**src/rtl/sqrt_lut_pkg.sv**
```systemverilog
// sqrt_lut_pkg: shared widths, pipeline latency and the stage-1 root table for
// the sqrt_lut pipelined integer square-root unit.
// Optional build macro: SQRT_LUT_OUT_REG_EN (adds one output register stage).
package sqrt_lut_pkg;

   localparam int IN_W     = 16;
   localparam int OUT_W    = IN_W / 2;
   localparam int N_STAGES = 3;

`ifdef SQRT_LUT_OUT_REG_EN
   localparam int LATENCY = N_STAGES + 1;
`else
   localparam int LATENCY = N_STAGES;
`endif

   typedef logic [IN_W-1:0]  operand_t;
   typedef logic [OUT_W-1:0] root_t;

   // Root table for the lookup stage: floor(sqrt(hi)) for hi in 0..255.
   // floor(sqrt(x)) >> 4 == floor(sqrt(x >> 8)), so this yields the top
   // four result bits exactly. Constant function, so it folds into a ROM.
   function automatic logic [3:0] root_lut(input logic [7:0] hi);
      logic [3:0] r;
      r = '0;
      for (int i = 1; i < 16; i++) begin
         if (i * i <= int'(hi)) r = 4'(i);
      end
      return r;
   endfunction

endpackage

```
**src/rtl/sqrt_lut_if.sv**
```systemverilog
// sqrt_lut_if: operand/result streaming bus of the sqrt_lut unit.
// The master drives the operand and its qualifier; the slave (the unit)
// returns the root and its qualifier. No backpressure.
interface sqrt_lut_if;
   import sqrt_lut_pkg::*;

   operand_t sqrt_lut_i;
   logic     val_i;
   root_t    sqrt_lut_o;
   logic     val_o;

   modport master (output sqrt_lut_i, output val_i,
                   input  sqrt_lut_o, input  val_o);

   modport slave  (input  sqrt_lut_i, input  val_i,
                   output sqrt_lut_o, output val_o);

endinterface

```
**src/rtl/sqrt_lut_stage.sv**
```systemverilog
// sqrt_lut_stage: one 2-bit restoring refinement stage of the square root.
// Tries bits BIT_HI and BIT_HI-1 of the partial root MSB first, keeping a bit
// when the candidate squared does not exceed x. Root and x are registered.
module sqrt_lut_stage
   import sqrt_lut_pkg::*;
#(
   parameter int BIT_HI = 3
) (
   input  logic     clk,
   input  logic     rst,
   input  operand_t x,
   input  root_t    r,
   output operand_t x_q,
   output root_t    r_q
);

   localparam root_t MASK_HI = root_t'(1) << BIT_HI;
   localparam root_t MASK_LO = root_t'(1) << (BIT_HI - 1);

   // Candidate fits when its square is <= x; roots are <= 255, so the
   // 16-bit product never overflows (255*255 = 65025).
   function automatic logic fits(input root_t c, input operand_t v);
      operand_t sq;
      sq = operand_t'(c) * operand_t'(c);
      return sq <= v;
   endfunction

   root_t c_hi, r_hi, c_lo, r_lo;

   // Refine the two bits of this stage, high bit first.
   always_comb begin
      c_hi = r | MASK_HI;
      r_hi = fits(c_hi, x) ? c_hi : r;
      c_lo = r_hi | MASK_LO;
      r_lo = fits(c_lo, x) ? c_lo : r_hi;
   end

   // Register refined root and pass x on to the next stage.
   // NOTE: state uses non-blocking assignments and an async reset in the
   // sensitivity list, so every stage samples pre-edge values and clears at once.
   always_ff @(posedge clk or posedge rst) begin
      if (rst) begin
         x_q <= '0;
         r_q <= '0;
      end else begin
         x_q <= x;
         r_q <= r_lo;
      end
   end

endmodule

```
**src/rtl/sqrt_lut.sv**
```systemverilog
// sqrt_lut: pipelined 16-bit floor square root, one operand per clock.
// Stage 1 looks up the top root nibble from x[15:8]; stages 2 and 3 each
// refine two more bits. Latency 3 edges (4 with SQRT_LUT_OUT_REG_EN defined).
module sqrt_lut
   import sqrt_lut_pkg::*;
(
   input  logic       clk,
   input  logic       rst,
   sqrt_lut_if.slave  bus
);

   operand_t            x1, x2, x3_unused;
   root_t               r1, r2, r3;
   logic [N_STAGES-1:0] val_sr;

   // Stage 1: register the operand and the table-derived top root nibble.
   // NOTE: data registers load every cycle independent of val_i; only the
   // valid shift register decides whether a result is meaningful.
   always_ff @(posedge clk or posedge rst) begin
      if (rst) begin
         x1 <= '0;
         r1 <= '0;
      end else begin
         x1 <= bus.sqrt_lut_i;
         r1 <= {root_lut(bus.sqrt_lut_i[IN_W-1 -: 8]), 4'b0000};
      end
   end

   // Valid qualifier travels in lockstep with the data stages.
   always_ff @(posedge clk or posedge rst) begin
      if (rst) val_sr <= '0;
      else     val_sr <= {val_sr[N_STAGES-2:0], bus.val_i};
   end

   sqrt_lut_stage #(.BIT_HI(3)) u_stage2 (
      .clk (clk),
      .rst (rst),
      .x   (x1),
      .r   (r1),
      .x_q (x2),
      .r_q (r2)
   );

   // The final stage's x pass-through has no consumer and is trimmed.
   sqrt_lut_stage #(.BIT_HI(1)) u_stage3 (
      .clk (clk),
      .rst (rst),
      .x   (x2),
      .r   (r2),
      .x_q (x3_unused),
      .r_q (r3)
   );

`ifdef SQRT_LUT_OUT_REG_EN
   root_t out_q;
   logic  val_q;

   // Optional retiming register on the outputs.
   always_ff @(posedge clk or posedge rst) begin
      if (rst) begin
         out_q <= '0;
         val_q <= 1'b0;
      end else begin
         out_q <= r3;
         val_q <= val_sr[N_STAGES-1];
      end
   end

   assign bus.sqrt_lut_o = out_q;
   assign bus.val_o      = val_q;
`else
   assign bus.sqrt_lut_o = r3;
   assign bus.val_o      = val_sr[N_STAGES-1];
`endif

endmodule

```
**src/flat_wrapper.sv**
```systemverilog
// flat-port wrapper written by rule: the top's interface ports become plain ports
module sqrt_lut_flat import sqrt_lut_pkg::*;
  (clk, rst, bus_sqrt_lut_i, bus_val_i, bus_sqrt_lut_o, bus_val_o);
  sqrt_lut_if bus_i ();
  input  logic clk;
  input  logic rst;
  input wire logic [$bits(bus_i.sqrt_lut_i)-1:0] bus_sqrt_lut_i;
  input wire logic [$bits(bus_i.val_i)-1:0] bus_val_i;
  output wire logic [$bits(bus_i.sqrt_lut_o)-1:0] bus_sqrt_lut_o;
  output wire logic [$bits(bus_i.val_o)-1:0] bus_val_o;
  assign bus_i.sqrt_lut_i = bus_sqrt_lut_i;
  assign bus_i.val_i = bus_val_i;
  assign bus_sqrt_lut_o = bus_i.sqrt_lut_o;
  assign bus_val_o = bus_i.val_o;
  sqrt_lut u_core (.clk(clk), .rst(rst), .bus(bus_i));
endmodule
```
**config.mk**
```make
export PLATFORM = sky130hd
export DESIGN_NAME = sqrt_lut_flat
export DESIGN_NICKNAME = d
export VERILOG_FILES = /design/src/rtl/sqrt_lut_pkg.sv /design/src/rtl/sqrt_lut_if.sv /design/src/rtl/sqrt_lut_stage.sv /design/src/rtl/sqrt_lut.sv /design/src/flat_wrapper.sv
export SDC_FILE = /design/constraint.sdc
export NUM_CORES = 1
export LEC_CHECK = 0
export ABC_CLOCK_PERIOD_IN_PS = 10800
export CELL_PAD_IN_SITES_DETAIL_PLACEMENT = 0
export CELL_PAD_IN_SITES_GLOBAL_PLACEMENT = 1
export CORE_MARGIN = 2
export CORE_UTILIZATION = 46
export CTS_CLUSTER_DIAMETER = 120
export DETAILED_ROUTE_END_ITERATION = 16
export GPL_ROUTABILITY_DRIVEN = 0
export MAX_ROUTING_LAYER = met4
export PLACE_DENSITY = 0.78
export RECOVER_POWER = 50
export SLEW_MARGIN = 20
export SYNTH_ARGS = -nofsm -noshare
export SYNTH_HDL_FRONTEND = slang
export SYNTH_HIERARCHICAL = 1
export SYNTH_SLANG_ARGS = --single-unit
```
**constraint.sdc**
```tcl
create_clock -name clk -period 10.8 [get_ports clk]
set_input_delay 2.16 -clock clk [delete_from_list [all_inputs] [get_ports clk]]
set_output_delay 2.16 -clock clk [all_outputs]
set_load 0.02 [all_outputs]
```
==> results of run 1 <==
## worst max path at each step
| stage | start | end | slack (ns) | cells past startpoint |
|---|---|---|---|---|
| 6_report | u_core/r1[5] | u_core/u_stage2/r_q[2] | 0.58 | 33 |
| 5_1_grt | u_core/u_stage2/r_q[2] | u_core/u_stage3/r_q[0] | 0.004 | 41 |
| 4_1_cts | u_core/u_stage2/r_q[4] | u_core/u_stage3/r_q[0] | 0.60 | 37 |
| 3_5_place_dp | u_core/u_stage2/r_q[4] | u_core/u_stage3/r_q[0] | 0.65 | 37 |
| 3_3_place_gp | u_core/u_stage2/r_q[4] | u_core/u_stage3/r_q[0] | 0.84 | 37 |
| 2_1_floorplan | u_core/u_stage2/r_q[6] | u_core/u_stage3/r_q[0] | 1.19 | 37 |
## sequential cells by signal, indices dropped and copies added (netlist names)
register and cells:
u_core/x1 16, u_core/r1 4, u_core/val_sr 3, u_core/u_stage2/x_q 16, u_core/u_stage3/r_q 8, u_core/u_stage2/r_q 8
## layout by cell type, fill, tap and decap left out, types with 10 or more instances in the layout
| master | instances |
|---|---|
| nand2_1 | 57 |
| conb_1 | 26 |
| nand4_1 | 15 |
| ha_1 | 164 |
| a21oi_1 | 58 |
| nor3_1 | 14 |
| dfrtp_1 | 54 |
| nor2_1 | 65 |
| o211ai_1 | 12 |
| inv_1 | 192 |
| fa_1 | 88 |
| xnor2_1 | 45 |
| xor2_1 | 17 |
| o21ai_0 | 20 |
| a21o_1 | 14 |
| dlygate4sd3_1 | 18 |
| nor2b_1 | 10 |
## metal layers
| layer | vias up | routed length (um) | GRT usage [%] |
|---|---|---|---|
| met5 | - | 0 | - |
| met4 | 0 | 123 | 2.293 |
| met3 | 12 | 672 | 2.180 |
| met2 | 108 | 9385 | 34.00 |
| met1 | 3111 | 10420 | 32.62 |
| li1 | 3315 | - | - |
## critical path: cells and delay by family, from the launching register on
kind | cells | cell delay (ns)
xor+xnor | 3 | 0.48
compound gates | 8 | 1.88
flops | 1 | 0.36
buf+inv | 4 | 1.13
fa+ha+maj | 11 | 4.71
simple gates | 7 | 1.54
## layout make-up
class                           count  share of cell area [%]
Sequential cell                    55                   14.17
Clock inverter                      3                  0.2831
Inverter                          199                   7.722
Multi-Input combinational cell    728                   69.76
Tap cell                          260                   3.346
Clock buffer                        5                   1.287
Timing Repair Buffer               37                   3.436
## per-stage QoR
| step | setup WS, ns | utilization, % |
|---|---|---|
| finish | 0.5770 | 51.63 |
| global route | 0.003507 | 51.63 |
| CTS | 0.5986 | 51.67 |
| detailed placement | 0.6523 | 50.86 |
| global placement | 0.8421 | 50.86 |
| floorplan | 1.187 | - |
==> out/qor.yml, run 1 <==
timing:
  grt_setup_unrepaired: "no"
  period_needed_ns: 10.22
  maxSlewViolCount: 0
  hold_viol: 0
  setup_viol: 0
  slew_headroom_pct: 32.54
  max_freq_mhz: 97.82
  tns_ns: 0
  skew_ns: 0.008665
  tightest_slew_ns: 1.011
  worst_hold_slack_ns: 0.3507
  post-route-period-util_pct: 94.66
critical_path:
  cp_common_cell: "fa_1"
  rr_startpoint: "u_core/r1[5]"
  worstPathRequired_ns: 10.99
  cp_slowest_stage_delay_ns: 0.70
  crit_path_max_fanout: 14
  timing.reg2reg.worst_path_depth: 33
  crit_path_start_kind: "flop"
  criticalPathCategory: "flop to flop"
  cp_data_arrival_time_ns: 10.41
  endpoint_kind: "flop"
  reg2reg_slack_ns: 0.58
  r2r_end: "u_core/u_stage2/r_q[2]"
  cpMaxStageDelayCell: "clkbuf_1"
cts:
  cts_root_buf: "clkbuf_16"
  cts_setup_buffers: 0
  holdBufCountCts: 0
  clk_pin_slew_ns: 0.07
  cts_made_buffers: 5
  clkLatencyLatePin_ns: 0.30
  clkSinkCount: 55
  postCtsResizedCells: 0
  htree_levels: 2
  clock_path_buffers: 2
  cts_tree: "built"
global_route:
  grt_pass1_wl_um: 34170
  antenna_found_initial: 1
  grt_max_degree: 25
  grt_pass1_vias: 6570
  gr-total-overflow: 0
  grt.total_usage_pct: 22.05
yosys:
  synth_area_mm2: 0.008896
  syn_inst: 973
  synth_warnings: 6
  syn_area_per_cell_um2: 9.143
drt:
  drc: 0
  drt-wirelength-per-cell_um: 16.01
  finalWirelength_um: 20600
  drt-pass1-iter-count: 5
  final_antenna_net_count: 0
  drt_iter0_drc: 385
  via_per_inst: 5.086
  vias: 6546
floorplan:
  rows: 50
  dieWidth_um: 143.1
  fp.dieH_um: 143.1
  io_pins: 28
  initial_core_util_pct: 47.24
  dieArea_mm2: 0.02047
  coreArea_mm2: 0.01883
cells_and_area:
  nNetsFinal: 1298
  design_area_mm2: 0.009722
  multi_input_area_mm2: 0.006782
  num-fill-cells: 1805
  area_growth_pct: 9.283
  antennaDiodeCount: 0
  seq_area_mm2: 0.001378
  drive_gt1_share_pct: 4.187
  layoutNonFillerInstCount: 1287
place:
  hpwl_um: 17330
  dp.cells: 1279
  place_area_mm2: 0.009578
  portBuffers: 27
worst_hold_path:
  worstHoldEndpoint: "u_core/val_sr[2]"
  hold_class: "flop to flop"
  min-delay-start: "u_core/val_sr[1]"
  holdPathStages: 0
run:
  max-cap-violations: 0
run_status:
  status: "complete, no violations"
Power of run 1 is not shown: default switching activity piles up to over one toggle a cycle in this logic, so the estimate is an artifact.
==> run 2: changes to the inputs <==
CORE_MARGIN = default   (was 2)
PLACE_DENSITY = 0.8   (was 0.78)
SYNTH_HIERARCHICAL = default   (was 1)
==> run 2 against run 1 <==
- count of clock-buffer cells in the layout did not move
- highest routed layer unchanged
- clock skew rose by 0.0011 ns
- register-to-register slack barely moved
- sequential cell count fell by 2
- die area fell by 33%
- wire length fell by 36%
- hold slack improved by 0.00083 ns
- maximum frequency barely moved
- synthesized cell count fell by 34%
- area after synthesis fell by 31%
- the run now ends with capacitance limit, slew limit left
==> out/qor.yml, run 2 <==
place:
  dp.cells: 840  # was 1279
  portBuffers: 27  # unchanged
  hpwl_um: 11230  # was 17330 um
yosys:
  synthArstFlopShare_pct: 100.0
  synthDistinctLibCells: 54
  yosys.area.top_type: "ha_1"
  synth_top_family_by_area: "adder cells"
  yosysSeqAreaShare_pct: 21.63
  ys_seq_elements: 53
  muxShareOfSynthArea_pct: 0.1632
  synth_ff_type: "dfrtp_1"
  synth.most_common_cell: "ha_1"
  synth_warnings: 0  # was 6
  syn-num-nets: 837
  yosys.area_share.simple_pct: 11.00
  synth-xor-area-share_pct: 6.978
  synth_top_area_share_pct: 25.71
  syn_area_per_cell_um2: 9.478  # was 9.143 um^2
  synth_compound_area_share_pct: 11.39
  synthTopCellsByCount: "126 x ha_1, 123 x inv_1, 53 x dfrtp_1"
  synthTopCellsByArea: "ha_1 26%, dfrtp_1 22%, fa_1 15%"
  synth_edf_count: 0
  synth_area_mm2: 0.006132  # was 0.008896 mm^2
  syn_inst: 647  # was 973
  synthAdderAreaFrac_pct: 40.40
timing:
  maxSlewViolCount: 54  # was 0
  post-route-period-util_pct: 94.71  # was 94.66%
  slew_headroom_pct: -51.79  # was 32.54%
  period_needed_ns: 10.23  # was 10.22 ns
  worst_hold_slack_ns: 0.3516  # was 0.3507 ns
  tightest_slew_ns: 2.264  # was 1.011 ns
  max_freq_mhz: 97.76  # was 97.82 MHz
  skew_ns: 0.009764  # was 0.008665 ns
  tns_ns: 0  # unchanged
  setup_viol: 0  # unchanged
  hold_viol: 0  # unchanged
floorplan:
  io_pins: 28  # unchanged
  dieArea_mm2: 0.01380  # was 0.02047 mm^2
  coreArea_mm2: 0.01282  # was 0.01883 mm^2
  dieWidth_um: 117.5  # was 143.1 um
  rows: 41  # was 50
  initial_core_util_pct: 47.81  # was 47.24%
  fp.dieH_um: 117.5  # was 143.1 um
global_route:
  gr-total-overflow: 0  # unchanged
  grt_pass1_wl_um: 22650  # was 34170 um
  antenna_found_initial: 0  # was 1
  grt_pass1_vias: 4638  # was 6570
  grt_max_degree: 54  # was 25
  grt.total_usage_pct: 21.09  # was 22.05%
run_status:
  status: "finished with violations"  # was complete, no violations
  violations: "capacitance limit, slew limit"
critical_path:
  critPathTopFamily: "adder cells"  # unchanged
  cpMaxStageDelayCell: "fa_1"  # was clkbuf_1
  worstPathRequired_ns: 10.97  # was 10.99 ns
  crit_path_start_kind: "flop"  # unchanged
  endpoint_kind: "flop"  # unchanged
  cp_slowest_stage_delay_ns: 0.55  # was 0.70 ns
  path_buf_inv: 6  # was 4
  crit_path_max_fanout: 13  # was 14
  cp_common_cell: "ha_1"  # was fa_1
  criticalPathCategory: "flop to flop"  # unchanged
  cp_data_arrival_time_ns: 10.39  # was 10.41 ns
cells_and_area:
  largestRegisters: "u_core.u_stage2.x_q x16, u_core.x1 x16, u_core.u_stage3.r_q x8"  # was u_core/u_stage2/x_q x16, u_core/x1 x16
  nNetsFinal: 869  # was 1298
  utilization_pct: 53.33  # was 51.63%
  num-fill-cells: 1210  # was 1805
  final_common_cell: "ha_1"  # was inv_1
  area_growth_pct: 11.53  # was 9.283%
  final_cell_mix: "125 x ha_1, 122 x inv_1, 50 x dfrtp_1, 45 x fa_1, 37 x nor2_1"  # was 192 x inv_1, 164 x ha_1, 88 x fa_1, 65 x nor2_1, 58 x a21oi_1
  antennaDiodeCount: 0  # unchanged
  drive_gt1_share_pct: 6.912  # was 4.187%
  layoutNonFillerInstCount: 852  # was 1287
run:
  max-cap-violations: 1  # was 0
drt:
  drc: 0  # unchanged
  drt-pass1-iter-count: 4  # was 5
  drt_iter0_drc: 195  # was 385
  vias: 4446  # was 6546
  via_per_inst: 5.218  # was 5.086
  drt-wirelength-per-cell_um: 15.52  # was 16.01 um
  finalWirelength_um: 13220  # was 20600 um
  final_antenna_net_count: 0  # unchanged
cts:
  clkSinkCount: 53  # was 55
  htree_levels: 2  # unchanged
  clock_path_buffers: 2  # unchanged
  cts_root_buf: "clkbuf_16"  # unchanged
  clkLatencyLatePin_ns: 0.30  # about the same
  cts_tree: "built"  # unchanged
  cts_made_buffers: 5  # unchanged
  clk_pin_slew_ns: 0.08  # was 0.07 ns
worst_hold_path:
  hold_class: "flop to flop"  # unchanged
[run 2: cell count changes in the layout (fill, tap and decap cells not counted), sizes merged, moves of 8 or more]
cell / change
nor2: -27
xnor2: -10
nand2: -23
ha: -38
o21ai: -12
fa: -44
a21oi: -23
and2: +8
conb: -26
inv: -74
[run 2: per-stage QoR]
step,instance area (um^2),setup slack [ns]
after floorplan,6132,0.9694
after global placement,6614,0.4499
after detailed placement,6614,0.2534
after CTS,6768,0.1715
after global routing,6839,-0.01874
final,6839,0.5712
[run 2: layer usage]
metal  track usage (%)  wire (um)  vias to the layer above
met2             35.50       6515                       65
met3             1.890        341                       20
met4             5.609        286                        0
li1                  -          -                     2199
met5                 -          0                        -
met1             27.33       6079                     2162
[run 2: what timing repair did]
action / CTS / global route
hold buffers: 0 / 0
gates resized for setup: 0 / 11
setup buffers: 0 / 4
endpoints found under the setup margin: 0 / 1
[run 2: final timing paths]
path,start,to,slack [ns],cells past startpoint
worst max register to register,u_core.u_stage2.r_q[3],u_core.u_stage3.r_q[0],0.57,42
worst max-delay path,u_core.u_stage2.r_q[3],u_core.u_stage3.r_q[0],0.57,42
max in group asynchronous,rst,u_core.u_stage2.r_q[5],6.73,2
min in group asynchronous,rst,u_core.x1[2],2.92,2
worst min-delay path,u_core.val_sr[1],u_core.val_sr[2],0.35,0
worst min register to register,u_core.val_sr[1],u_core.val_sr[2],0.35,0
[run 2: area by class of cell]
cell class,count,area [um^2],share of cell area (%)
multi-input cells,458,4324,63.23
flip-flops and latches,53,1330,19.45
inverters,123,462.9,6.769
repair buffers,38,352.8,5.159
well taps,172,215.2,3.147
clock buffers,5,125.1,1.829
clock inverters,3,28.78,0.4208
[run 2: logic make-up after synthesis]
kind of cell / after synthesis
AO/OA/AOI/OAI: 104
XOR/XNOR: 48
adder cells (fa/ha/maj): 171
buffers and inverters: 136
flip-flops: 53
multiplexers: 1
AND/OR/NAND/NOR: 134
Power of run 2 is left out for the same reason.
